<file path="config.mk">
export PLATFORM = sky130hd
export DESIGN_NAME = button_event_gen
export DESIGN_NICKNAME = d
export VERILOG_FILES = /design/src/rtl/button_event_gen.sv
export SDC_FILE = /design/constraint.sdc
export NUM_CORES = 1
export LEC_CHECK = 0
export BUFFER_PORTS_ARGS = -buffer_cell sky130_fd_sc_hd__buf_2
export CORE_AREA = 2 2 88 98
export DETAILED_ROUTE_END_ITERATION = 10
export DIE_AREA = 0 0 90 100
export SYNTH_ARGS = -nofsm -noshare
export SYNTH_HDL_FRONTEND = slang
export SYNTH_SLANG_ARGS = --single-unit
</file>
<file path="constraint.sdc">
create_clock -name clk -period 4.55 [get_ports clk]
set_input_delay 0.91 -clock clk [delete_from_list [all_inputs] [get_ports clk]]
set_output_delay 0.91 -clock clk [all_outputs]
set_load 0.02 [all_outputs]
</file>
<file path="src/rtl/button_event_gen.sv">
// Turns a debounced button level into one-cycle press/release/short/long/repeat pulses plus a held level.
// Every output is registered: a pulse is high for the one cycle after the edge that samples its condition.
module button_event_gen #(
    parameter int TICK_DIV  = 100_000,
    parameter int LONG_MS   = 1000,
    parameter int REPEAT_MS = 200,
    parameter bit REPEAT_EN = 1'b1
) (
    input  logic clk,
    input  logic rst,
    input  logic i_btn,
    output logic o_press,
    output logic o_release,
    output logic o_short,
    output logic o_long,
    output logic o_repeat,
    output logic o_held
);

    localparam int PW = (TICK_DIV > 2) ? $clog2(TICK_DIV) : 1;
    localparam int HW = $clog2(LONG_MS + 1);
    localparam int RW = $clog2(REPEAT_MS + 1);

    typedef enum logic [1:0] {
        IDLE      = 2'd0,
        PRESSED   = 2'd1,
        LONG_HOLD = 2'd2
    } state_t;

    state_t        state_q, state_d;
    logic [PW-1:0] presc_q, presc_d;
    logic [HW-1:0] hold_q,  hold_d;
    logic [RW-1:0] rep_q,   rep_d;
    logic          btn_q;

    logic press_d, release_d, short_d, long_d, repeat_d, held_d;
    logic press_edge, release_edge, tick;

    assign press_edge   = i_btn & ~btn_q;
    assign release_edge = ~i_btn & btn_q;
    assign tick         = (presc_q == PW'(TICK_DIV - 1));

    always_comb begin
        state_d   = state_q;
        presc_d   = presc_q;
        hold_d    = hold_q;
        rep_d     = rep_q;
        press_d   = 1'b0;
        release_d = 1'b0;
        short_d   = 1'b0;
        long_d    = 1'b0;
        repeat_d  = 1'b0;

        case (state_q)
            IDLE: begin
                presc_d = '0;
                if (press_edge) begin
                    state_d = PRESSED;
                    press_d = 1'b1;
                    hold_d  = '0;
                end
            end
            PRESSED: begin
                presc_d = tick ? '0 : presc_q + 1'b1;
                // Release is checked first so it beats a long threshold in the same cycle.
                if (release_edge) begin
                    state_d   = IDLE;
                    presc_d   = '0;
                    release_d = 1'b1;
                    short_d   = 1'b1;
                end else if (tick) begin
                    hold_d = hold_q + 1'b1;
                    if (hold_q == HW'(LONG_MS - 1)) begin
                        state_d = LONG_HOLD;
                        long_d  = 1'b1;
                        rep_d   = '0;
                    end
                end
            end
            LONG_HOLD: begin
                presc_d = tick ? '0 : presc_q + 1'b1;
                if (release_edge) begin
                    state_d   = IDLE;
                    presc_d   = '0;
                    release_d = 1'b1;
                end else if (tick) begin
                    if (rep_q == RW'(REPEAT_MS - 1)) begin
                        repeat_d = REPEAT_EN;
                        rep_d    = '0;
                    end else begin
                        rep_d = rep_q + 1'b1;
                    end
                end
            end
            default: begin
                state_d = IDLE;
                presc_d = '0;
            end
        endcase

        held_d = (state_d != IDLE);
    end

    // btn_q resets high so a button held through reset is not seen as a press.
    always_ff @(posedge clk or negedge rst) begin
        if (!rst) begin
            state_q   <= IDLE;
            presc_q   <= '0;
            hold_q    <= '0;
            rep_q     <= '0;
            btn_q     <= 1'b1;
            o_press   <= 1'b0;
            o_release <= 1'b0;
            o_short   <= 1'b0;
            o_long    <= 1'b0;
            o_repeat  <= 1'b0;
            o_held    <= 1'b0;
        end else begin
            state_q   <= state_d;
            presc_q   <= presc_d;
            hold_q    <= hold_d;
            rep_q     <= rep_d;
            btn_q     <= i_btn;
            o_press   <= press_d;
            o_release <= release_d;
            o_short   <= short_d;
            o_long    <= long_d;
            o_repeat  <= repeat_d;
            o_held    <= held_d;
        end
    end

endmodule

</file>
==> results of run 1 <==
[registers in the layout (all words and copies together) (netlist names)]
signal / count
presc_q: 17
hold_q: 10
rep_q: 8
state_q: 2
btn_q: 1
o_held: 1
o_long: 1
o_press: 1
o_release: 1
o_repeat: 1
o_short: 1
[per-layer routing]
| layer | vias to the layer above | track usage [%] |
|---|---|---|
| met5 | - | 0 |
| met4 | 0 | 3.20 |
| met3 | 7 | 2.93 |
| met2 | 24 | 16.7 |
| met1 | 792 | 13.4 |
| li1 | 824 | - |
[Yosys cell counts (2+ instances only)]
library cell	number	area, um^2
dfrtp_1	43	1080
nor2_1	33	124
nand2_1	19	71.3
xor2_1	16	140
nand3_1	11	55.1
nand4_1	10	62.6
xnor2_1	9	78.8
ha_1	7	87.6
nor2b_1	7	43.8
o21ai_1	6	30.0
a21oi_1	5	25.0
and3_1	5	31.3
and2_1	4	25.0
inv_1	4	15.0
o21ai_0	4	20.0
or3_1	4	25.0
and4_1	3	26.3
nor3_1	3	15.0
nor3_2	3	30.0
nand2b_1	2	12.5
nand3b_1	2	15.0
nor4_2	2	25.0
or2_2	2	12.5
or4_4	2	22.5
[path summary, 6_finish.rpt]
path | slack (ns) | endpoint
worst max-delay path | 2.08 | hold_q[9]$_DFFE_PN0P_
min in group asynchronous | 0.76 | rep_q[1]$_DFFE_PN0P_
worst max register to register | 2.08 | hold_q[9]$_DFFE_PN0P_
worst min register to register | 0.49 | presc_q[0]$_DFF_PN0_
max in group asynchronous | 3.15 | presc_q[6]$_DFF_PN0_
worst min-delay path | 0.49 | presc_q[0]$_DFF_PN0_
[power groups by stage]
| stage | registers (W) | clock network (W) | logic [W] |
|---|---|---|---|
| after floorplan | 0.000461 | 0 | 0.000149 |
| after global placement | 0.000454 | 0 | 0.000207 |
| after detailed placement | 0.000455 | 0 | 0.000209 |
| after CTS | 0.000447 | 0.000307 | 0.000211 |
| after global routing | 0.000452 | 0.000323 | 0.000237 |
| final | 0.000446 | 0.000294 | 0.000206 |
[logic make-up (layout without fill, tap and decap cells)]
| logic type | after synthesis | count (layout) | share of synthesized area (%) |
|---|---|---|---|
| xor+xnor | 25 | 25 | 9.36 |
| mux | 1 | 1 | 0.428 |
| simple gates | 121 | 121 | 29.9 |
| buf+inv | 9 | 20 | 1.98 |
| compound gates | 22 | 22 | 7.43 |
| flops | 44 | 44 | 47.1 |
| fa+ha+maj | 7 | 7 | 3.74 |
[worst register-to-register path: stages, from the launching register on]
cell and delay [ns]:
dfrtp_1 0.42, inv_1 0.11, ha_1 0.52, mux2i_1 0.14, o21ai_1 0.47, nand4_2 0.23
or3_1 0.36, a21oi_1 0.15
[final cells by class]
type / count / area (um^2) / area share (%)
timing repair buffer: 8 / 40.0 / 1.54
multi-input combinational: 176 / 1190 / 45.9
tap: 111 / 139 / 5.35
inverter: 4 / 15.0 / 0.579
clock inverter: 2 / 35.0 / 1.35
clock buffer: 6 / 72.6 / 2.80
sequential: 44 / 1100 / 42.5
[metrics by stage]
| step | std cells | power [W] | area, um^2 | utilization [%] | hold slack [ns] |
|---|---|---|---|---|---|
| floorplan | 229 | 0.000610 | 2340 | - | 0.455 |
| global placement | 343 | 0.000661 | 2490 | 30.5 | 0.467 |
| detailed placement | 343 | 0.000663 | 2490 | 30.5 | 0.487 |
| CTS | 351 | 0.000965 | 2590 | 31.9 | 0.499 |
| global route | 351 | 0.00101 | 2590 | 31.9 | 0.529 |
| finish | 351 | 0.000947 | 2590 | 31.9 | 0.491 |
==> results, run 1 <==
- The flow ran to the end, and the final reports show no timing, DRC or antenna violations.
- The delay of the slowest cell on the worst path is approximately 0.52 ns.
- The setup slack after placement is between 2 and 2.5 ns.
- The detailed-placement wirelength estimate is between 2 and 3 mm.
- The clock root buffer is clkbuf_8.
- The count of buffers added on input and output ports is 8.
- The area growth from synthesis to layout is 10.9%.
- In the synthesized netlist the async set-or-reset flop fraction comes to 100%.
- Before antenna repair, the detailed router went through 4 iterations.
- For the worst setup path, the data arrival time is between 2 and 3 ns.
- Clock skew on the completed layout was measured at approximately 0.011 ns.
- The CTS tree is done.
- The clock power share is 31.1%.
- After clock tree synthesis, the clock-pin slew on the worst setup and hold paths is 0.09 ns.
- The cell depth of the worst min-delay path is 1.
- Counting the buffers created by CTS gives 5.
- The family with the most delay on the worst path is compound AO/OA/AOI/OAI gates.
- The antenna violation net count after detailed routing is 0.
- The detailed-route via count is 1,647.
- The number of buffers inserted by post-CTS setup repair is 0.
- At the pin with the least slew margin, the transition time is between 0.9 and 1 ns.
- Setup repair after global routing left no endpoint under its margin.
- Along the worst path, the maximum fanout reaches 13.
- The number of clock sinks is 44.
- The worst hold path startpoint is presc_q[0]$_DFF_PN0_.
- For this block, the initial DRC count from the detailed router was 51.
- The sum of routed wire segments on met1 is just over 2 mm.
- For this configuration, the core starts out at a cell density of about 29%.
- The largest voltage drop on the vdd net is around 0.12 mV.
- The slowest stage of the critical path belongs to the cell ha_1.
- In the routed layout, each cell is associated on average with a via count of about 4.7.
- The final hold violation count was 0.
- The worst path needs approximately 2.5 ns of the cycle, external delays included.
- The unique cell type count in the Yosys netlist is between 40 and 50.
- The overall die height is ~100 um.
- The share of total power consumed by net switching is a little under a third.
- Routed signal wires occupy layers up through met4.
- The number of nets handed over by synthesis was 239.
- The share of layout cells above drive strength 1 is between 10% and 20%.
- The tool flagged a number of max-cap violations equal to 0.
- The die footprint is about 9000 um^2.
- Dividing the detail-routed wire length by the instance count gives 12.1 um.
- In the post-route analysis, the smallest setup slack over all paths is roughly 2.1 ns.
- The required time of the critical path is around 4.8 ns.
- The worst setup path is captured at a flop.
- After layout, the worst path uses approximately 54% of the clock period.
- The number of max-slew violations in the final report is 0.
- The most frequent standard cell in the layout excluding fill and tap cells is dfrtp_1.
- The later pin in the worst-skew pair is clocked with a latency of about 0.3 ns.
- The total inserted antenna cells is 0.
- In this run, post-CTS hold repair placed 0 buffers.
- The critical path buffer and inverter count is 1.
- The area of the mapped netlist is 2340 um^2.
- The startpoint class of the critical path is a flop.
- From left edge to right edge, the die measures around 90 um.
- The part of the Yosys area used for sequential elements is roughly 47%.
- Routability-driven placement finished with a final weighted congestion of around 0.81.
- The initial antenna violation count is 0.
- The all-layer global routing usage is about a tenth.
- The critical path class is reg2reg.
- For this run the aggregate overflow at the end of global routing stands at 0.
- The area of the core is 8150 um^2.
- The first global-routing pass estimated between 7 and 8 mm of wire.
- Once the clock tree was built, the resizer swapped 0 gates to a different size.
- The worst register-to-register path has a depth of 7.
- The analysis attributes to cell leakage a power of 1.09 nW.
- For this design the top-level I/O count stands at 9.
- The number of cells on the critical path is 7.
- For this run, design rule violations remaining after detail routing come to 0.
- The worst hold path belongs to the class reg2reg.
- CTS built an H-tree with a depth of 2.
- The signal on the critical path passes through inv_1 > ha_1 > mux2i_1 > o21ai_1 > nand4_2 > or3_1 > a21oi_1.
- The number of rows in the core area is 35.
- Timing would allow up to 0.404 GHz.
- The sequential cell fraction of total power is 47.1%.
- The number of buffers on the longest clock path is 2.
- The final routed wirelength across all metal layers is about 4.3 mm.
- In the detailed route, the total length drawn on met3 is between 100 and 150 um.
- The total of endpoints with negative setup slack in the final report is 0.
- The critical path starts at state_q[1]$_DFF_PN0_.
- The met2 routed wirelength is a little over 2 mm.
- Adding up every negative setup slack in the final design gives 0 ns.
- The share of total power dissipated in combinational logic is roughly 22%.
- Entering global routing, the biggest net connects 45 pins.
- The via count of the first global-routing pass is 1,583.
- Leaving out fill and tap cells, the most frequent cells in the layout are 43 x dfrtp_1, 33 x nor2_1, 19 x nand2_1.
- The number of enable-type register cells in the synthesized netlist is 0.
- In this run the critical register-to-register path is launched from state_q[1]$_DFF_PN0_.
- The analysis attributes to net switching a power of 0.000292 W.
- In the synthesized netlist, the number of instances is ~230.
- The power per cell area is around 360 nW/um^2.
- Averaged over all synthesized cells, the footprint is approximately 10 um^2.
- The net count of the finished layout is about 250.
- The number of synthesized register bits is 44.
- Counting the fill cells in the layout gives just under 900.
- The most instantiated flip-flop cell in the synthesis netlist is dfrtp_1.
- The internal power of the cells totals roughly 0.00066 W.
- The synthesis warning total is 0.
- Headroom to the max-slew limit came out at around a third.
(Power assumes the default switching activity.)
==> run 2, diff against run 1 <==
Clock period 4.55 ns to 2.52 ns, I/O delays scaled along.
==> run 2 against run 1 <==
Effect of this change: sequential cell count is the same; non-clock buffer count rose by 7; critical path depth decreased by 1; hold slack got worse by 0.38 ns; critical path type unchanged; critical endpoint is now rep_q[2]$_DFFE_PN0P_; highest routed layer unchanged.
==> results, run 2 (same netlist as run 1, synthesis figures left out) <==
- Run status: finished, final reports clean (unchanged).
- The sum of negative setup slack came to 0 ns (unchanged).
- The number of rows in the core area is 35 (unchanged).
- The count of hold buffers inserted by post-cts repair is 0 (unchanged).
- The clock power share was 27.8% (was 31.1%).
- The die footprint is 9000 um^2 (unchanged).
- The static leakage was 1.12 nW (was 1.09 nW).
- The sequential cell fraction of total power is 47.5% (was 47.1%).
- The number of buffers on the longest clock path was 2 (unchanged).
- Counting stages on the worst path, the most repeated cell is o21ai_1.
- The CTS tree was done (unchanged).
- The final total power is 0.00170 W (was 0.000947 W).
- The detailed-placement wirelength estimate is 3.10 mm (was 2.98 mm).
- The worst-path cell with the longest stage delay is or4_4 (was ha_1).
- The via count of the first global-routing pass is 1,644 (was 1,583).
- The number of buffers created by CTS was 5 (unchanged).
- The number of buffers inserted by post-CTS setup repair is 0 (unchanged).
- The worst-margin pin slew was 0.620 ns (was 0.986 ns).
- The maximum clock rate came to 0.434 GHz (was 0.404 GHz).
- The internal cell power is 0.00117 W (was 0.000655 W).
- The total net switching power is 0.000529 W (was 0.000292 W).
- The count of placed standard cells in the final layout, fillers left out is 357 (was 351).
- The clock transition at the registers of the reported paths is 0.08 ns (was 0.09 ns).
- The delay of the slowest cell on the worst path is 0.65 ns (was 0.52 ns).
- The max-cap check violation count came to 0 (unchanged).
- The final routed wirelength across all metal layers came to 4.27 mm (was 4.26 mm).
- The largest voltage drop on the vdd net is 0.179 mV (was 0.122 mV).
- The pin count of the biggest net entering global routing is 29 (was 45).
- The detailed-routed wire length on met3 is 137 um (was 119 um).
- The number of max-slew violations in the final report is 0 (unchanged).
- The port buffer count is 8 (unchanged).
- The total grt overflow is 0 (unchanged).
- The area of the core was 8150 um^2 (unchanged).
- The largest register by flop count is presc_q (unchanged).
- The area added between synthesis and finish is 12.7% (was 10.9%).
- The kind of end point of the critical path is a flop (unchanged).
- The startpoint class of the critical path is a flop (unchanged).
- The average detailed-routed wire length per instance is 12.0 um (was 12.1 um).
- The detailed-route via count is 1,666 (was 1,647).
- The worst slew slack as a fraction of its limit is 58.1% (was 34.3%).
- The share of layout cells above drive strength 1 is 15.9% (was 13.3%).
- The antenna violation net count after detailed routing is 0 (unchanged).
- The total inserted antenna cells is 0 (unchanged).
- Ordered list of cells on the worst path: ha_1 > nand4_1 > or4_4 > or3_4 > o21ai_1 > o21ai_1 (was inv_1 > ha_1 > mux2i_1 > o21ai_1 > nand4_2 > or3_1 > a21oi_1).
- The all-layer global routing usage was 10.4% (was 10.3%).
- The final hold violation count was 0 (unchanged).
- The power per cell area is 644 nW/um^2 (was 365 nW/um^2).
- The critical path buffer and inverter count is 0 (was 1).
- The final setup skew was 0.00806 ns (was 0.0114 ns).
- The hold slack was 0.108 ns (was 0.491 ns).
- The number of clock sinks came to 44 (unchanged).
- The count of unresolved DRC violations after routing was 0 (unchanged).
- The initial cell density of the core was 28.7% (unchanged).
- The flip-flop count of the largest register after layout is 17 (unchanged).
- The most frequent standard cell in the layout excluding fill and tap cells is dfrtp_1 (unchanged).
- The placer's final routability congestion estimate came to 0.783 (was 0.808).
- The sum of routed wire segments on met1 is 2.09 mm (was 2.04 mm).
- The data arrival time of the critical path is 2.49 ns (was 2.69 ns).
- The highest metal layer used by the detailed router is met4 (unchanged).
- The family with the most delay on the worst path was simple AND/OR/NAND/NOR gates (was compound AO/OA/AOI/OAI gates).
- The first-pass GRT wire length is 7.64 mm (was 7.58 mm).
- The clock root buffer was clkbuf_8 (unchanged).
- The overall die height is 100 um (unchanged).
- The critical path class is reg2reg (unchanged).
- The combinational fraction of design power is 24.7% (was 21.8%).
- RSZ-0062 raised after global routing: false (unchanged).
- The required time of the critical path was 2.70 ns (was 4.77 ns).
- The final non-filler cell area came to 2640 um^2 (was 2590 um^2).
- The H-tree depth is 2 (unchanged).
- The number of resized instances in the post-cts repair step came to 0 (unchanged).
- The average vias per placed instance was 4.67 (was 4.69).
- Largest registers: presc_q (17), hold_q (10), rep_q (8) (unchanged).
- The worst-skew pair later-pin latency is 0.30 ns (about the same).
- The share of total power consumed by net switching came to 31.2% (was 30.8%).
- The net count of the finished layout is 256 (was 249).
- The time the worst path needs with I/O delays and setup is 2.31 ns (was 2.47 ns).
- The number of DRC violations after detailed-routing iteration 0 was 62 (was 51).
- Commonest cells after routing, fill and taps aside: 43 x dfrtp_1, 33 x nor2_1, 19 x nand2_1 (unchanged).
- The class of the worst hold path is in2async (was reg2reg).
- The largest fanout of any net on the critical path was 6 (was 13).
- The met2 routed wirelength is 1.97 mm (was 2.03 mm).
- The final cycle utilization of the critical path is 91.5% (was 54.4%).
- The I/O pin count is 9 (unchanged).
- The number of fill cells in the layout is 869 (was 865).
- The post-place instance area is 2540 um^2 (was 2490 um^2).
- The number of instances in the placed design is 350 (was 343).
- The total of endpoints with negative setup slack in the final report was 0 (unchanged).
- The width of the die is 90 um (unchanged).
- The total iterations of the first detailed-routing run came to 4 (unchanged).
- The initial antenna violation count was 0 (unchanged).
run 2: path summary, 6_finish.rpt:
| path | start | end | slack, ns | cells after the start |
|---|---|---|---|---|
| min reg2reg | presc_q[0]$_DFF_PN0_ | presc_q[0]$_DFF_PN0_ | 0.50 | 1 |
| max | presc_q[0]$_DFF_PN0_ | rep_q[2]$_DFFE_PN0P_ | 0.21 | 6 |
| max reg2reg | presc_q[0]$_DFF_PN0_ | rep_q[2]$_DFFE_PN0P_ | 0.21 | 6 |
| min | rst | rep_q[2]$_DFFE_PN0P_ | 0.11 | 1 |
| max in group asynchronous | rst | hold_q[4]$_DFFE_PN0P_ | 1.73 | 2 |
| min in group clk | i_btn | btn_q$_DFF_PN1_ | 0.35 | 1 |
run 2: power groups by stage:
stage	Combinational, W	Sequential (W)	Clock (W)
floorplan	0.000269	0.000832	0
global placement	0.000418	0.000817	0
detailed placement	0.000420	0.000821	0
CTS	0.000425	0.000806	0.000492
global route	0.000470	0.000820	0.000525
finish	0.000420	0.000806	0.000473
run 2: final cells by class:
| cell class | instances | area [um^2] | area share [%] |
|---|---|---|---|
| Clock buffer | 7 | 96.3 | 3.65 |
| Inverter | 4 | 15.0 | 0.570 |
| Multi-Input combinational cell | 176 | 1190 | 45.2 |
| Sequential cell | 44 | 1100 | 41.8 |
| Tap cell | 111 | 139 | 5.27 |
| Timing Repair Buffer | 15 | 92.6 | 3.51 |
run 2: worst register-to-register path, delay by kind of cell (launching register included):
kind                       cells  cell delay [ns]
and+or+nand+nor                3             1.32
DFF                            1             0.40
adders and majority gates      1             0.25
AOI/OAI and AO/OA              2             0.20
run 2: layer usage:
layer	up-vias	global-route usage (%)
met5	-	0
met4	0	4.62
met3	8	2.63
met2	23	16.9
met1	802	13.3
li1	833	-
run 2: stage by stage:
step | util [%] | setup WS, ns
2_1_floorplan | - | 0.339
3_3_place_gp | 31.2 | 0.282
3_5_place_dp | 31.2 | 0.221
4_1_cts | 32.4 | 0.201
5_1_grt | 32.4 | 0.108
6_report | 32.4 | 0.215
==> run 3, diff against run 2 <==
Settings changed: CELL_PAD_IN_SITES_DETAIL_PLACEMENT set to 0, CELL_PAD_IN_SITES_GLOBAL_PLACEMENT set to 2, PLACE_DENSITY_LB_ADDON set to 0.1.
==> run 3 against run 2 <==
Effect of this change: final area grew 0.28%; clock skew grew 0.0054 ns; critical path depth is the same; die area is the same; first-iteration DRC count shrank 16%; global-route usage grew 1.3 points; total power shrank 1.4%; critical endpoint unchanged; largest cell class unchanged; largest power group unchanged.
==> results, run 3 (same netlist as run 1, synthesis figures left out) <==
- Run status: finished, final reports clean (unchanged).
- The final setup skew is 0.0135 ns (was 0.00806 ns).
- The clock power share is 26.2% (was 27.8%).
- The I/O pin count came to 9 (unchanged).
- The total iterations of the first detailed-routing run is 4 (unchanged).
- The largest voltage drop on the vdd net came to 0.206 mV (was 0.179 mV).
- The number of buffers inserted by post-CTS setup repair is 0 (unchanged).
- The sequential cell fraction of total power is 48.1% (was 47.5%).
- The die footprint is 9000 um^2 (unchanged).
- The maximum clock rate is 0.438 GHz (was 0.434 GHz).
- The count of placed standard cells in the final layout, fillers left out is 361 (was 357).
- The placer's final routability congestion estimate is 0.697 (was 0.783).
- The first-pass GRT wire length was 8.43 mm (was 7.64 mm).
- The area added between synthesis and finish is 13.0% (was 12.7%).
- The detailed-routed wire length on met3 came to 117 um (was 137 um).
- The clock transition at the registers of the reported paths was 0.09 ns (was 0.08 ns).
- The average detailed-routed wire length per instance came to 13.7 um (was 12.0 um).
- The critical path class is reg2reg (unchanged).
- The port buffer count came to 8 (unchanged).
- The delay of the slowest cell on the worst path is 0.66 ns (was 0.65 ns).
- The worst-margin pin slew is 0.664 ns (was 0.620 ns).
- The dominant cell type by count on the critical path is o21ai_1 (unchanged).
- Largest registers: presc_q (17), hold_q (10), rep_q (8) (unchanged).
- The most frequent standard cell in the layout excluding fill and tap cells was dfrtp_1 (unchanged).
- The area of the core is 8150 um^2 (unchanged).
- The number of clock sinks is 44 (unchanged).
- The highest metal layer used by the detailed router is met4 (unchanged).
- The number of DRC violations after detailed-routing iteration 0 was 52 (was 62).
- The final routed wirelength across all metal layers is 4.96 mm (was 4.27 mm).
- The class of the worst hold path is in2async (unchanged).
- The all-layer global routing usage came to 11.8% (was 10.4%).
- The CTS tree is done (unchanged).
- The pin count of the biggest net entering global routing was 29 (unchanged).
- The total net switching power is 0.000552 W (was 0.000529 W).
- The antenna violation net count after detailed routing was 0 (unchanged).
- The multi-input logic area is 1190 um^2 (unchanged).
- The via count of the first global-routing pass came to 1,606 (was 1,644).
- The combinational fraction of design power was 25.7% (was 24.7%).
- Commonest cells after routing, fill and taps aside: 43 x dfrtp_1, 33 x nor2_1, 19 x nand2_1 (unchanged).
- The static leakage came to 1.12 nW (about the same).
- The number of buffers created by CTS is 5 (unchanged).
- The sum of routed wire segments on met1 is 2.41 mm (was 2.09 mm).
- The startpoint class of the critical path was a flop (unchanged).
- The net count of the finished layout is 259 (was 256).
- The flip-flop count of the largest register after layout is 17 (unchanged).
- The average vias per placed instance came to 4.62 (was 4.67).
- The number of buffers on the longest clock path is 2 (unchanged).
- The required time of the critical path is 2.71 ns (was 2.70 ns).
- The internal cell power is 0.00112 W (was 0.00117 W).
- The power per cell area is 634 nW/um^2 (was 644 nW/um^2).
- The initial cell density of the core is 28.7% (unchanged).
- The total inserted antenna cells was 0 (unchanged).
- The count of unresolved DRC violations after routing is 0 (unchanged).
- The final cycle utilization of the critical path is 90.5% (was 91.5%).
- The number of resized instances in the post-cts repair step came to 0 (unchanged).
- The worst-path cell with the longest stage delay is or4_4 (unchanged).
- The worst-skew pair later-pin latency was 0.30 ns (about the same).
- The number of instances in the placed design was 353 (was 350).
- The largest register by flop count is presc_q (unchanged).
- The H-tree depth is 2 (unchanged).
- The register-to-register setup slack came to 0.24 ns (was 0.21 ns).
- The met2 routed wirelength is 2.39 mm (was 1.97 mm).
- The area taken by flip-flops and latches is 1100 um^2 (unchanged).
- The clock root buffer is clkbuf_8 (unchanged).
- The data arrival time of the critical path is 2.47 ns (was 2.49 ns).
- The total of endpoints with negative setup slack in the final report is 0 (unchanged).
- RSZ-0062 raised after global routing: false (unchanged).
- The width of the die is 90 um (unchanged).
- The overall die height came to 100 um (unchanged).
- The max-cap check violation count is 0 (unchanged).
- The number of rows in the core area is 35 (unchanged).
- The time the worst path needs with I/O delays and setup was 2.28 ns (was 2.31 ns).
- The sum of negative setup slack is 0 ns (unchanged).
- The total grt overflow is 0 (unchanged).
- The number of fill cells in the layout is 852 (was 869).
- The initial antenna violation count was 0 (unchanged).
- The final hold violation count was 0 (unchanged).
- Ordered list of cells on the worst path: ha_1 > nand4_1 > or4_4 > or3_4 > o21ai_1 > o21ai_1 (unchanged).
- The kind of end point of the critical path is a flop (unchanged).
- The worst slew slack as a fraction of its limit is 55.7% (was 58.1%).
- The number of max-slew violations in the final report came to 0 (unchanged).
- The detailed-route via count is 1,668 (was 1,666).
- The share of total power consumed by net switching came to 32.9% (was 31.2%).
- The detailed-placement wirelength estimate is 3.51 mm (was 3.10 mm).
- The largest fanout of any net on the critical path came to 6 (unchanged).
- The share of layout cells above drive strength 1 is 16.4% (was 15.9%).
- The count of hold buffers inserted by post-cts repair is 0 (unchanged).
==> run 3: area by class of cell <==
type	instances	area share, %
clock inverter	1	0.189
tap	111	5.25
multi-input combinational	176	45.1
timing repair buffer	18	4.35
clock buffer	7	2.89
sequential	44	41.7
inverter	4	0.568
==> run 3: stage by stage <==
stage	util, %	total power [W]	area (um^2)	hold WS, ns	setup slack [ns]
2_1_floorplan	-	0.00110	2340	0.208	0.339
3_3_place_gp	31.5	0.00127	2560	0.470	0.275
3_5_place_dp	31.5	0.00127	2560	0.481	0.239
4_1_cts	32.5	0.00173	2640	0.244	0.226
5_1_grt	32.5	0.00180	2640	0.259	0.0526
6_report	32.5	0.00168	2640	0.225	0.238
==> run 3: worst max-delay path: cells and delay by family (launching register included) <==
family | cells | cell delay, ns
simple gates | 3 | 1.35
flops | 1 | 0.39
fa+ha+maj | 1 | 0.25
compound gates | 2 | 0.19
==> run 3: power by group through the flow <==
stage / registers [W] / clock network [W] / logic, W
global placement: 0.000821 / 0 / 0.000452
CTS: 0.000807 / 0.000474 / 0.000448
detailed placement: 0.000822 / 0 / 0.000444
finish: 0.000806 / 0.000438 / 0.000431
floorplan: 0.000832 / 0 / 0.000269
global route: 0.000815 / 0.000499 / 0.000488
==> run 3: layer usage <==
metal | track usage [%] | up-vias
met3 | 2.48 | 4
met4 | 3.55 | 0
li1 | - | 837
met1 | 15.3 | 807
met2 | 19.8 | 20
met5 | 0 | -
==> run 3: path summary, 6_finish.rpt <==
kind | startpoint | endpoint | depth (start not counted)
hold / removal | rst | rep_q[7]$_DFFE_PN0P_ | 1
setup / recovery | presc_q[0]$_DFF_PN0_ | rep_q[2]$_DFFE_PN0P_ | 6
min in group clk | i_btn | btn_q$_DFF_PN1_ | 1
hold reg to reg | presc_q[0]$_DFF_PN0_ | presc_q[0]$_DFF_PN0_ | 1
max in group asynchronous | rst | presc_q[14]$_DFF_PN0_ | 2
setup reg to reg | presc_q[0]$_DFF_PN0_ | rep_q[2]$_DFFE_PN0P_ | 6
